## src/rtl/img_coder_pkg.sv

```systemverilog
// Shared constants, types and saturation helpers for the row-wise 5/3 image coder.
package img_coder_pkg;

    localparam int PIX_W     = 16;
    localparam int COEF_W    = 18;
    localparam int ROW_PAIRS = 32;
    localparam int ROWS      = 64;
    localparam int DSHIFT    = 3;
    localparam int SLOT_W    = 6;
    localparam int ROW_W     = 6;

    typedef logic [SLOT_W-1:0]        slot_t;
    typedef logic [ROW_W-1:0]         row_t;
    typedef logic signed [COEF_W-1:0] coef_t;

    // Slot schedule: lead pad, 32 pair slots, trail pad.
    localparam slot_t SLOT_LEAD       = slot_t'(0);
    localparam slot_t SLOT_FIRST_PAIR = slot_t'(1);
    localparam slot_t SLOT_FIRST_OUT  = slot_t'(2);
    localparam slot_t SLOT_TRAIL      = slot_t'(ROW_PAIRS + 1);
    localparam row_t  ROW_LAST        = row_t'(ROWS - 1);

    localparam coef_t U8_MAX = coef_t'(255);
    localparam coef_t S4_MAX = coef_t'(7);
    localparam coef_t S4_MIN = coef_t'(-8);

    // Zero-extend an unsigned pixel into the signed coefficient domain.
    function automatic coef_t pix_to_coef(input logic [PIX_W-1:0] p);
        return coef_t'({{(COEF_W-PIX_W){1'b0}}, p});
    endfunction

    // Clamp a coefficient to the unsigned byte range 0..255.
    function automatic logic [7:0] sat_u8(input coef_t v);
        if (v[COEF_W-1]) begin
            return 8'h00;
        end else if (v > U8_MAX) begin
            return 8'hFF;
        end else begin
            return v[7:0];
        end
    endfunction

    // Clamp a coefficient to a 4-bit two's complement nibble (-8..7).
    function automatic logic [3:0] sat_s4(input coef_t v);
        if (v < S4_MIN) begin
            return 4'h8;
        end else if (v > S4_MAX) begin
            return 4'h7;
        end else begin
            return v[3:0];
        end
    endfunction

endpackage

```

## src/rtl/img_coder_lifting53_row.sv

```systemverilog
// One-row 5/3 integer lifting: buffers the previous pixel pair and the previous
// detail coefficient, and produces d[n]/s[n] for the pair being finished.
// The right neighbour x[2n+2] is the even pixel on the input this cycle, except
// at the trail pad where the row end is mirrored (x[64] = x[62]).
module lifting53_row
    import img_coder_pkg::*;
(
    input  logic             clk,
    input  logic             rst_n,         // active-high async reset
    input  logic [PIX_W-1:0] data_in_even,
    input  logic [PIX_W-1:0] data_in_odd,
    input  logic             load,          // capture the current pair
    input  logic             finish,        // pair in buffer is being emitted
    input  logic             first,         // finishing pair 0 of the row
    input  logic             use_ext,       // mirror the row end
    output coef_t            s_coef,
    output coef_t            d_coef
);

    logic [PIX_W-1:0] even_r;
    logic [PIX_W-1:0] odd_r;
    coef_t            d_prev;

    coef_t x_even;
    coef_t x_odd;
    coef_t x_next;
    coef_t pred_sum;
    coef_t d_left;
    coef_t upd_sum;

    // Predict and update steps for the buffered pair.
    always_comb begin
        x_even   = pix_to_coef(even_r);
        x_odd    = pix_to_coef(odd_r);
        x_next   = use_ext ? pix_to_coef(even_r) : pix_to_coef(data_in_even);
        pred_sum = x_even + x_next;
        d_coef   = x_odd - (pred_sum >>> 1);
        // Row start mirrors the left detail: d[-1] = d[0], so nothing leaks from the previous row.
        d_left   = first ? d_coef : d_prev;
        upd_sum  = d_left + d_coef + coef_t'(2);
        s_coef   = x_even + (upd_sum >>> 2);
    end

    // Pair buffer and left-neighbour detail register.
    always_ff @(posedge clk or posedge rst_n) begin
        if (rst_n) begin
            even_r <= '0;
            odd_r  <= '0;
            d_prev <= '0;
        end else begin
            if (load) begin
                even_r <= data_in_even;
                odd_r  <= data_in_odd;
            end
            if (finish) begin
                d_prev <= d_coef;
            end
        end
    end

endmodule

```

## src/rtl/img_coder.sv

```systemverilog
// Row-wise lossy 5/3 wavelet coder for a 64x64 frame, one pixel pair per clock.
// Framing is a free-running 34-slot row schedule: lead pad, 32 pairs, trail pad.
// Each finished pair becomes one byte: {sat(s)[7:4], sat(d>>>DSHIFT) as 4-bit}.
// Build option: define IMG_CODER_ROWHDR_EN to emit a {2'b11,row} header byte
// at the slot-1 edge of every row (33 valid bytes per row instead of 32).
module img_coder
    import img_coder_pkg::*;
(
    input  logic             clk,
    input  logic             rst_n,         // ACTIVE-HIGH asynchronous reset despite the name
    input  logic [PIX_W-1:0] data_in_even,
    input  logic [PIX_W-1:0] data_in_odd,
    output logic             output_valid,
    output logic [7:0]       byte_out
);

    slot_t slot;

    logic  load;
    logic  finish;
    logic  first;
    logic  use_ext;
    coef_t s_coef;
    coef_t d_coef;
    coef_t d_scaled;
    logic [7:0] s_u8;
    logic [3:0] d_s4;
    logic [7:0] byte_next;

    // Slot decode for the lifting datapath.
    always_comb begin
        load    = (slot >= SLOT_FIRST_PAIR) && (slot < SLOT_TRAIL);
        finish  = (slot >= SLOT_FIRST_OUT);
        first   = (slot == SLOT_FIRST_OUT);
        use_ext = (slot == SLOT_TRAIL);
    end

    lifting53_row u_lift (
        .clk          (clk),
        .rst_n        (rst_n),
        .data_in_even (data_in_even),
        .data_in_odd  (data_in_odd),
        .load         (load),
        .finish       (finish),
        .first        (first),
        .use_ext      (use_ext),
        .s_coef       (s_coef),
        .d_coef       (d_coef)
    );

    // Byte packer: top nibble of the clamped low band, signed nibble of the scaled detail.
    always_comb begin
        d_scaled  = d_coef >>> DSHIFT;
        s_u8      = sat_u8(s_coef);
        d_s4      = sat_s4(d_scaled);
        byte_next = (s_u8 & 8'hF0) | {4'h0, d_s4};
    end

    // Free-running slot counter, wrapping at the trail pad.
    always_ff @(posedge clk or posedge rst_n) begin
        if (rst_n) begin
            slot <= SLOT_LEAD;
        end else if (slot == SLOT_TRAIL) begin
            slot <= SLOT_LEAD;
        end else begin
            slot <= slot + slot_t'(1);
        end
    end

`ifdef IMG_CODER_ROWHDR_EN
    // The row index is only observable through the header byte, so it lives with the header.
    row_t row;

    // Row counter, advancing when the slot schedule wraps.
    always_ff @(posedge clk or posedge rst_n) begin
        if (rst_n) begin
            row <= '0;
        end else if (slot == SLOT_TRAIL) begin
            row <= (row == ROW_LAST) ? '0 : row + row_t'(1);
        end
    end

    // Output register: data bytes, plus the row header at the slot-1 edge.
    always_ff @(posedge clk or posedge rst_n) begin
        if (rst_n) begin
            output_valid <= 1'b0;
            byte_out     <= 8'h00;
        end else if (finish) begin
            output_valid <= 1'b1;
            byte_out     <= byte_next;
        end else if (slot == SLOT_FIRST_PAIR) begin
            output_valid <= 1'b1;
            byte_out     <= {2'b11, row};
        end else begin
            output_valid <= 1'b0;
        end
    end
`else
    // Output register: data bytes only; idle slots hold the last byte.
    always_ff @(posedge clk or posedge rst_n) begin
        if (rst_n) begin
            output_valid <= 1'b0;
            byte_out     <= 8'h00;
        end else if (finish) begin
            output_valid <= 1'b1;
            byte_out     <= byte_next;
        end else begin
            output_valid <= 1'b0;
        end
    end
`endif

endmodule

```

## config.mk

```make
export PLATFORM = sky130hd
export DESIGN_NAME = img_coder
export DESIGN_NICKNAME = d
export VERILOG_FILES = /design/src/rtl/img_coder_pkg.sv /design/src/rtl/img_coder_lifting53_row.sv /design/src/rtl/img_coder.sv
export SDC_FILE = /design/constraint.sdc
export NUM_CORES = 1
export LEC_CHECK = 0
export BUFFER_PORTS_ARGS = -buffer_cell sky130_fd_sc_hd__buf_2
export CAP_MARGIN = 20
export CORE_ASPECT_RATIO = 1.1
export CORE_MARGIN = 2
export CORE_UTILIZATION = 50
export DETAILED_ROUTE_END_ITERATION = 8
export PLACE_DENSITY = 0.68
export SLEW_MARGIN = 20
export SYNTH_ARGS = -nofsm -noshare
export SYNTH_HDL_FRONTEND = slang
export SYNTH_SLANG_ARGS = --single-unit
```

## constraint.sdc

```tcl
create_clock -name clk -period 22.7 [get_ports clk]
set_input_delay 2.27 -clock clk [delete_from_list [all_inputs] [get_ports clk]]
set_output_delay 2.27 -clock clk [all_outputs]
set_load 0.01 [all_outputs]
```

* Yosys cells after proc, flatten, opt, wreduce, memory -nomap -nowiden
Index checks and enable logic that the tools add are counted.
** Word-level totals
- Register bits after elaboration :: 65
- Bits in latches :: 0
- RAM bits :: 0
- Memory bits (read-only) :: 0
- Input port bits :: 34
- Output and inout port bits :: 9
- Logic and storage cells :: 30
- Memories kept :: 0
** Cells by class
- $add $sub $neg :: 6
- $mul :: 0
- Div/mod/pow operators :: 0
- Order comparisons :: 6
- Equal/unequal tests :: 2
- Shift operators :: 0
- Multiplexer cells :: 8
- Bitwise operators :: 1
- Reductions and logical operators :: 1
** Operator list (number)
- 17-bit by 16-bit adder with 18-bit output :: 1
- 18-bit adder :: 1
- 18-bit by 3-bit adder with 18-bit output, second input constant :: 1
- 18-bit by 9-bit greater-than comparator with 1-bit output, second input constant :: 1
- 18-bit two-way mux :: 1
- 17-bit by 17-bit subtractor with 18-bit output :: 1
- 16-bit by 16-bit adder with 17-bit output :: 1
- 16-bit two-way mux :: 1
- 8-bit two-way mux :: 2
- 15-bit by 4-bit greater-than comparator with 1-bit output, second input constant :: 1
- 15-bit by 4-bit less-than comparator with 1-bit output, second input constant :: 1
- 4-bit two-way mux :: 2
- 8-bit by 4-bit OR with 8-bit output :: 1
- 6-bit by 1-bit adder with 6-bit output, second input constant :: 1
- 6-bit by 2-bit == test with 1-bit output, second input constant :: 1
- 6-bit == test, second input constant :: 1
- 6-bit by 1-bit greater-or-equal comparator with 1-bit output, second input constant :: 1
- 6-bit by 2-bit greater-or-equal comparator with 1-bit output, second input constant :: 1
- 6-bit less-than comparator, second input constant :: 1
- 6-bit two-way mux :: 1
- 1-bit logical AND :: 1
- 1-bit two-way mux :: 1

* Longest topological paths before layout
- Depth after elaboration :: 12
- Gate-level depth with buffers :: 41
- Gate-level depth less buffers :: 39

* Modules after synthesis
Synthesis repeated with hierarchy kept, for this count alone.
** Unflattened totals
- Cell total of the unflattened synthesis :: 684
- Area total of the unflattened synthesis :: 6337.3 um2
** By module, submodules not included
- lifting53_row :: times used 1, cells an instance 602, area each 5544.1 um2, sequential area each 1226.2 um2
- img_coder :: times used 1, cells an instance 82, area each 793.3 um2, sequential area each 375.4 um2

* Worst setup path after synthesis
No wires, ideal clock.
- Path type :: input -> register
- Start :: in data_in_even[1]
- End :: reg byte_out[5]
- Setup time :: 0.130 ns
- Data arrival time :: 8.603 ns
- Data required time :: 22.570 ns
- Setup slack :: 13.967 ns
- Cell stages on the path :: 32
- Path buffers :: 1
- Path through :: mux2_2 > fa_1 > a21o_1 > a21oi_1 > nor2b_1 > o21ai_0 > nand2b_1 > xnor2_1 > ha_1 > or3_1 > a311o_4 > a31o_2 > a21oi_2 > xor2_1 > o21ai_0 > ha_1 > ha_1 > nor3_1 > o2111ai_1 > a31oi_1 > o21bai_1 > xor2_1 > ha_1 > clkbuf_1 > a21o_1 > a21oi_1 > o22ai_1 > o41ai_1 > xnor2_1 > nand4_1 > nor3_1 > o21ai_1
** Between the ends
- Word-level cells in the longest chain between the ends :: 11
** RTL lines
- from (decl) :: RTL line img_coder.sv:11 : input logic [PIX_W-1:0] data_in_even,
- 16-bit two-way mux (*) :: RTL line img_coder_lifting53_row.sv:35 : x_next = use_ext ? pix_to_coef(even_r) : pix_to_coef(data_in_even);
- 16-bit by 16-bit adder with 17-bit output (*) :: RTL line img_coder_lifting53_row.sv:36 : pred_sum = x_even + x_next;
- 17-bit by 17-bit subtractor with 18-bit output (*) :: RTL line img_coder_lifting53_row.sv:37 : d_coef = x_odd - (pred_sum >>> 1);
- 18-bit two-way mux :: RTL line img_coder_lifting53_row.sv:39 : d_left = first ? d_coef : d_prev;
- 18-bit adder (*) :: RTL line img_coder_lifting53_row.sv:40 : upd_sum = d_left + d_coef + coef_t'(2);
- 18-bit by 3-bit adder with 18-bit output (*) :: RTL line img_coder_lifting53_row.sv:40
- 17-bit by 16-bit adder with 18-bit output (*) :: RTL line img_coder_lifting53_row.sv:41 : s_coef = x_even + (upd_sum >>> 2);
- 18-bit by 9-bit greater-than comparator with 1-bit output :: RTL line img_coder_pkg.sv:36 : end else if (v > U8_MAX) begin
- 8-bit two-way mux :: RTL line img_coder_pkg.sv:36
- 8-bit two-way mux (*) :: RTL line img_coder_pkg.sv:34 : if (v[COEF_W-1]) begin
- 8-bit by 4-bit OR with 8-bit output (*) :: RTL line img_coder.sv:56 : byte_next = (s_u8 & 8'hF0) | {4'h0, d_s4};
- to (signal assigned) :: RTL line img_coder.sv:106 : byte_out <= byte_next;
- to (decl) :: RTL line img_coder.sv:14 : output logic [7:0] byte_out
Mark *: on every way between the ends. The rest lies on a longest branch, timed or not.
A chain may end at the register's enable or synchronous reset.

* Worst setup path after layout
- Start :: in data_in_even[1]
- End :: reg byte_out[4]
The elaborated chain is that of the path after synthesis.

==> report_table.html <==
<table>
<tr><th>Metric</th><th>Value</th></tr>
<tr><th colspan="2">Clock network</th></tr>
<tr><td>Post-CTS setup-driven buffer insertion count</td><td>0</td></tr>
<tr><td>Buffer type at the clock tree root</td><td>clkbuf_16</td></tr>
<tr><td>Clock Latency Late Sink</td><td>between 0.3 and 0.4 ns</td></tr>
<tr><td>Number of buffers added by the clock tree synthesis step</td><td>9</td></tr>
<tr><td>Post-CTS Hold Fix Bufs</td><td>0</td></tr>
<tr><td>Deepest level of the CTS H-tree</td><td>3</td></tr>
<tr><td>Number of buffers on the longest clock path</td><td>2</td></tr>
<tr><td>Total of cells resized after clock tree synthesis</td><td>0</td></tr>
<tr><td>TritonCTS clock tree</td><td>built</td></tr>
<tr><td>Sink count of the clock tree</td><td>65</td></tr>
<tr><td>Clock slew seen by the registers of the worst setup and hold paths</td><td>around 0.050 ns</td></tr>
<tr><th colspan="2">Cells and area</th></tr>
<tr><td>Number of inserted diodes</td><td>0</td></tr>
<tr><td>Area taken by multi-input logic gates</td><td>4156 um2</td></tr>
<tr><td>Layout Area Growth over Synthesis</td><td>11.69%</td></tr>
<tr><td>Commonest cells after routing, fill and taps aside</td><td>91 x nand2_1, 84 x ha_1, 65 x dfrtp_1, 44 x mux2_2, 42 x buf_2</td></tr>
<tr><td>Fill cells</td><td>1057</td></tr>
<tr><td>Post-Layout Cell Count</td><td>roughly 860</td></tr>
<tr><td>Register area</td><td>between 1500 and 2000 um2</td></tr>
<tr><td>Leading cell type in the layout, fill and taps excluded</td><td>nand2_1</td></tr>
<tr><td>Share of layout cells above drive strength 1</td><td>17.87%</td></tr>
<tr><td>Final nets</td><td>822</td></tr>
<tr><th colspan="2">Place</th></tr>
<tr><td>Post-detailed-placement half-perimeter wirelength</td><td>between 10 and 15 mm</td></tr>
<tr><td>Number of port buffers</td><td>between 40 and 50</td></tr>
<tr><td>Placed instance count</td><td>839</td></tr>
<tr><td>Placer congestion estimate</td><td>between 0.9 and 1</td></tr>
<tr><th colspan="2">Hold path</th></tr>
<tr><td>HP Start</td><td>u_lift.d_prev[8]$_DFFE_PP0P_</td></tr>
<tr><td>Min-delay worst type</td><td>register to register</td></tr>
<tr><th colspan="2">Critical path</th></tr>
<tr><td>Critical path capture point type</td><td>register</td></tr>
<tr><td>Kind of start point of the critical path</td><td>input port</td></tr>
<tr><td>Req. time, crit path</td><td>about 23 ns</td></tr>
<tr><td>Slowest library cell on the worst path</td><td>o41ai_1</td></tr>
<tr><td>Start of the worst register-to-register path</td><td>slot[3]$_DFF_PP0_</td></tr>
<tr><td>Startpoint of the most critical setup path</td><td>data_in_even[1]</td></tr>
<tr><td>Classification of the worst setup path</td><td>input port to register</td></tr>
<tr><td>Arrival time worst endpoint</td><td>9.52 ns</td></tr>
<tr><td>Largest driver fanout on the critical path</td><td>5</td></tr>
<tr><td>Delay of the slowest cell on the worst path</td><td>~0.55 ns</td></tr>
<tr><th colspan="2">Yosys</th></tr>
<tr><td>Number of distinct library cell variants in the gate-level netlist after synthesis</td><td>64</td></tr>
<tr><td>Cell taking the most area after synthesis</td><td>dfrtp_1</td></tr>
<tr><td>Syn Std Cell Area</td><td>between 5000 and 6000 um2</td></tr>
<tr><td>Top cells by area in the synthesized netlist</td><td>dfrtp_1 27%, ha_1 18%, mux2_2 8.3%</td></tr>
<tr><td>Number of warnings reported in the yosys synthesis log</td><td>0</td></tr>
<tr><td>Avg Synthesized Cell Area</td><td>approximately 9.0 um2</td></tr>
<tr><td>Net count after synthesis</td><td>782</td></tr>
<tr><td>Syn Inst Count</td><td>660</td></tr>
<tr><td>Area fraction of the dominant cell type after synthesis</td><td>between 20% and 30%</td></tr>
<tr><td>Flip-flop and latch count after synthesis</td><td>65</td></tr>
<tr><td>Seq/Total Area, Yosys</td><td>27.39%</td></tr>
<tr><td>Number of synthesized flops with an enable pin</td><td>0</td></tr>
<tr><td>Share of flip-flops with an asynchronous set or reset after synthesis</td><td>100.0%</td></tr>
<tr><td>Most used DFF post-synth</td><td>dfrtp_1</td></tr>
<tr><th colspan="2">Routing</th></tr>
<tr><td>Number of remaining DRC errors</td><td>0</td></tr>
<tr><td>Count of vias placed by the detailed router</td><td>4843</td></tr>
<tr><td>First-pass iteration count of the detailed router</td><td>5</td></tr>
<tr><td>Drt via density</td><td>roughly 5.7</td></tr>
<tr><td>Antenna viol nets, final</td><td>0</td></tr>
<tr><td>DR iter-0 viols</td><td>245</td></tr>
<tr><td>Average wire length per cell after detail routing</td><td>16.10 um</td></tr>
<tr><td>Total wire length after detailed routing</td><td>around 14 mm</td></tr>
<tr><th colspan="2">Floorplanning</th></tr>
<tr><td>Effective utilization at floorplan</td><td>51.45%</td></tr>
<tr><td>Die outline area</td><td>approximately 13000 um2</td></tr>
<tr><td>Number of primary I/O pins</td><td>43</td></tr>
<tr><td>Placement Rows</td><td>41</td></tr>
<tr><td>Chip height</td><td>118.3 um</td></tr>
<tr><td>Floorplan die width</td><td>107.9 um</td></tr>
<tr><td>Core Box Area</td><td>about 12000 um2</td></tr>
<tr><th colspan="2">STA</th></tr>
<tr><td>Least-Margin Pin Slew</td><td>1.058 ns</td></tr>
<tr><td>Worst slew margin relative to its limit</td><td>around 29%</td></tr>
<tr><td>Count of endpoints failing setup in the final report</td><td>0</td></tr>
<tr><td>Fin Setup TNS</td><td>0 ns</td></tr>
<tr><td>Worst clock skew on the final layout</td><td>0.005774 ns</td></tr>
<tr><td>Minimum period implied by the final worst setup slack</td><td>9.312 ns</td></tr>
<tr><td>RSZ-0062 raised after global routing</td><td>false</td></tr>
<tr><td>Tcrit/Tclk final</td><td>about two fifths</td></tr>
<tr><td>Achievable clock frequency</td><td>107.4 MHz</td></tr>
<tr><td>Number of hold-slack violations in the final timing report</td><td>0</td></tr>
<tr><td>Max-slew violation total from the final report</td><td>0</td></tr>
<tr><th colspan="2">Global routing</th></tr>
<tr><td>Wire length of the first global-routing pass</td><td>23.22 mm</td></tr>
<tr><td>Vias in the first global route</td><td>4807</td></tr>
<tr><td>Gr ovfl total</td><td>0</td></tr>
<tr><td>Antenna violations before repair</td><td>0</td></tr>
<tr><td>GR Util All Layers</td><td>23.06%</td></tr>
<tr><td>Pin count of the biggest net entering global routing</td><td>between 60 and 70</td></tr>
<tr><th colspan="2">Job</th></tr>
<tr><td>Max Cap Violations</td><td>0</td></tr>
<tr><th colspan="2">Run status</th></tr>
<tr><td>Outcome</td><td>finished, final reports clean</td></tr>
</table>
[final cells by class]
| class | instances | area share, % |
|---|---|---|
| flip-flops and latches | 65 | 24.52 |
| inverters | 29 | 1.641 |
| multi-input cells | 551 | 62.67 |
| clock inverters | 1 | 0.4527 |
| well taps | 150 | 2.830 |
| repair buffers | 44 | 3.396 |
| clock buffers | 15 | 4.490 |
[logic make-up (layout without fill, tap and decap cells)]
family / count (synthesis) / count (layout) / share of synthesized area [%]
and+or+nand+nor: 207 / 207 / 16.16
AOI/OAI and AO/OA: 157 / 157 / 17.47
adders and majority gates: 88 / 88 / 19.05
DFF: 65 / 65 / 27.39
xor gates and xnor gates: 52 / 52 / 8.281
muxes: 47 / 47 / 8.850
buffers and inverters: 44 / 89 / 2.802
[sequential cells by signal, summed over array words and instances (netlist names)]
signal / flops
byte_out: 8
u_lift.odd_r: 16
u_lift.even_r: 16
u_lift.d_prev: 18
output_valid: 1
slot: 6
[metrics by stage]
stage | worst slack [ns] | hold slack (ns) | util (%) | instance area [um2]
floorplan | 13.97 | 0.4386 | - | 5938
global placement | 13.38 | 0.4484 | 54.62 | 6305
detailed placement | 13.06 | 0.4576 | 54.62 | 6305
CTS | 13.40 | 0.4693 | 57.46 | 6633
global route | 12.63 | 0.4910 | 57.46 | 6633
finish | 13.39 | 0.4652 | 57.46 | 6633
[worst max-delay path: cells and delay by family]
kind	cells	cell delay, ns
AOI/OAI and AO/OA	14	3.29
xor gates and xnor gates	3	0.60
adders and majority gates	5	1.63
buffers and inverters	1	0.10
muxes	2	0.59
and+or+nand+nor	7	1.01
[synthesized netlist by cell type, drive strengths merged, types with 6 or more instances]
library cell,number
nor2,38
clkbuf,15
nor2b,9
nand2,91
xnor2,36
ha,84
mux2,44
nand2b,9
a21oi,44
nor3,20
a21o,10
o21ai,38
dfrtp,65
xor2,15
inv,28
o211ai,6
o21a,14
a31oi,6
nand3,10
[path summary, 6_finish.rpt]
kind | end | slack, ns | depth (start not counted)
max reg2reg | byte_out[4]$_DFFE_PP0P_ | 13.69 | 33
max | byte_out[4]$_DFFE_PP0P_ | 13.39 | 32
min reg2reg | u_lift.d_prev[8]$_DFFE_PP0P_ | 0.47 | 2
min in group asynchronous | u_lift.even_r[13]$_DFFE_PP0P_ | 2.18 | 3
max in group asynchronous | byte_out[2]$_DFFE_PP0P_ | 19.97 | 3
min | u_lift.d_prev[8]$_DFFE_PP0P_ | 0.47 | 2
[routing by layer]
metal	routed length [um]	vias to the layer above	share of wire (%)	global-route usage [%]
met5	0	-	0	0
met4	239	0	1.7	7.372
met3	680	17	4.9	3.696
met2	6559	90	48	36.79
met1	6283	2289	46	31.83
li1	-	2447	-	-
Power is left out: the tool's default activity adds up to more than one toggle a clock period on the data nets, which glitch-free logic cannot reach.
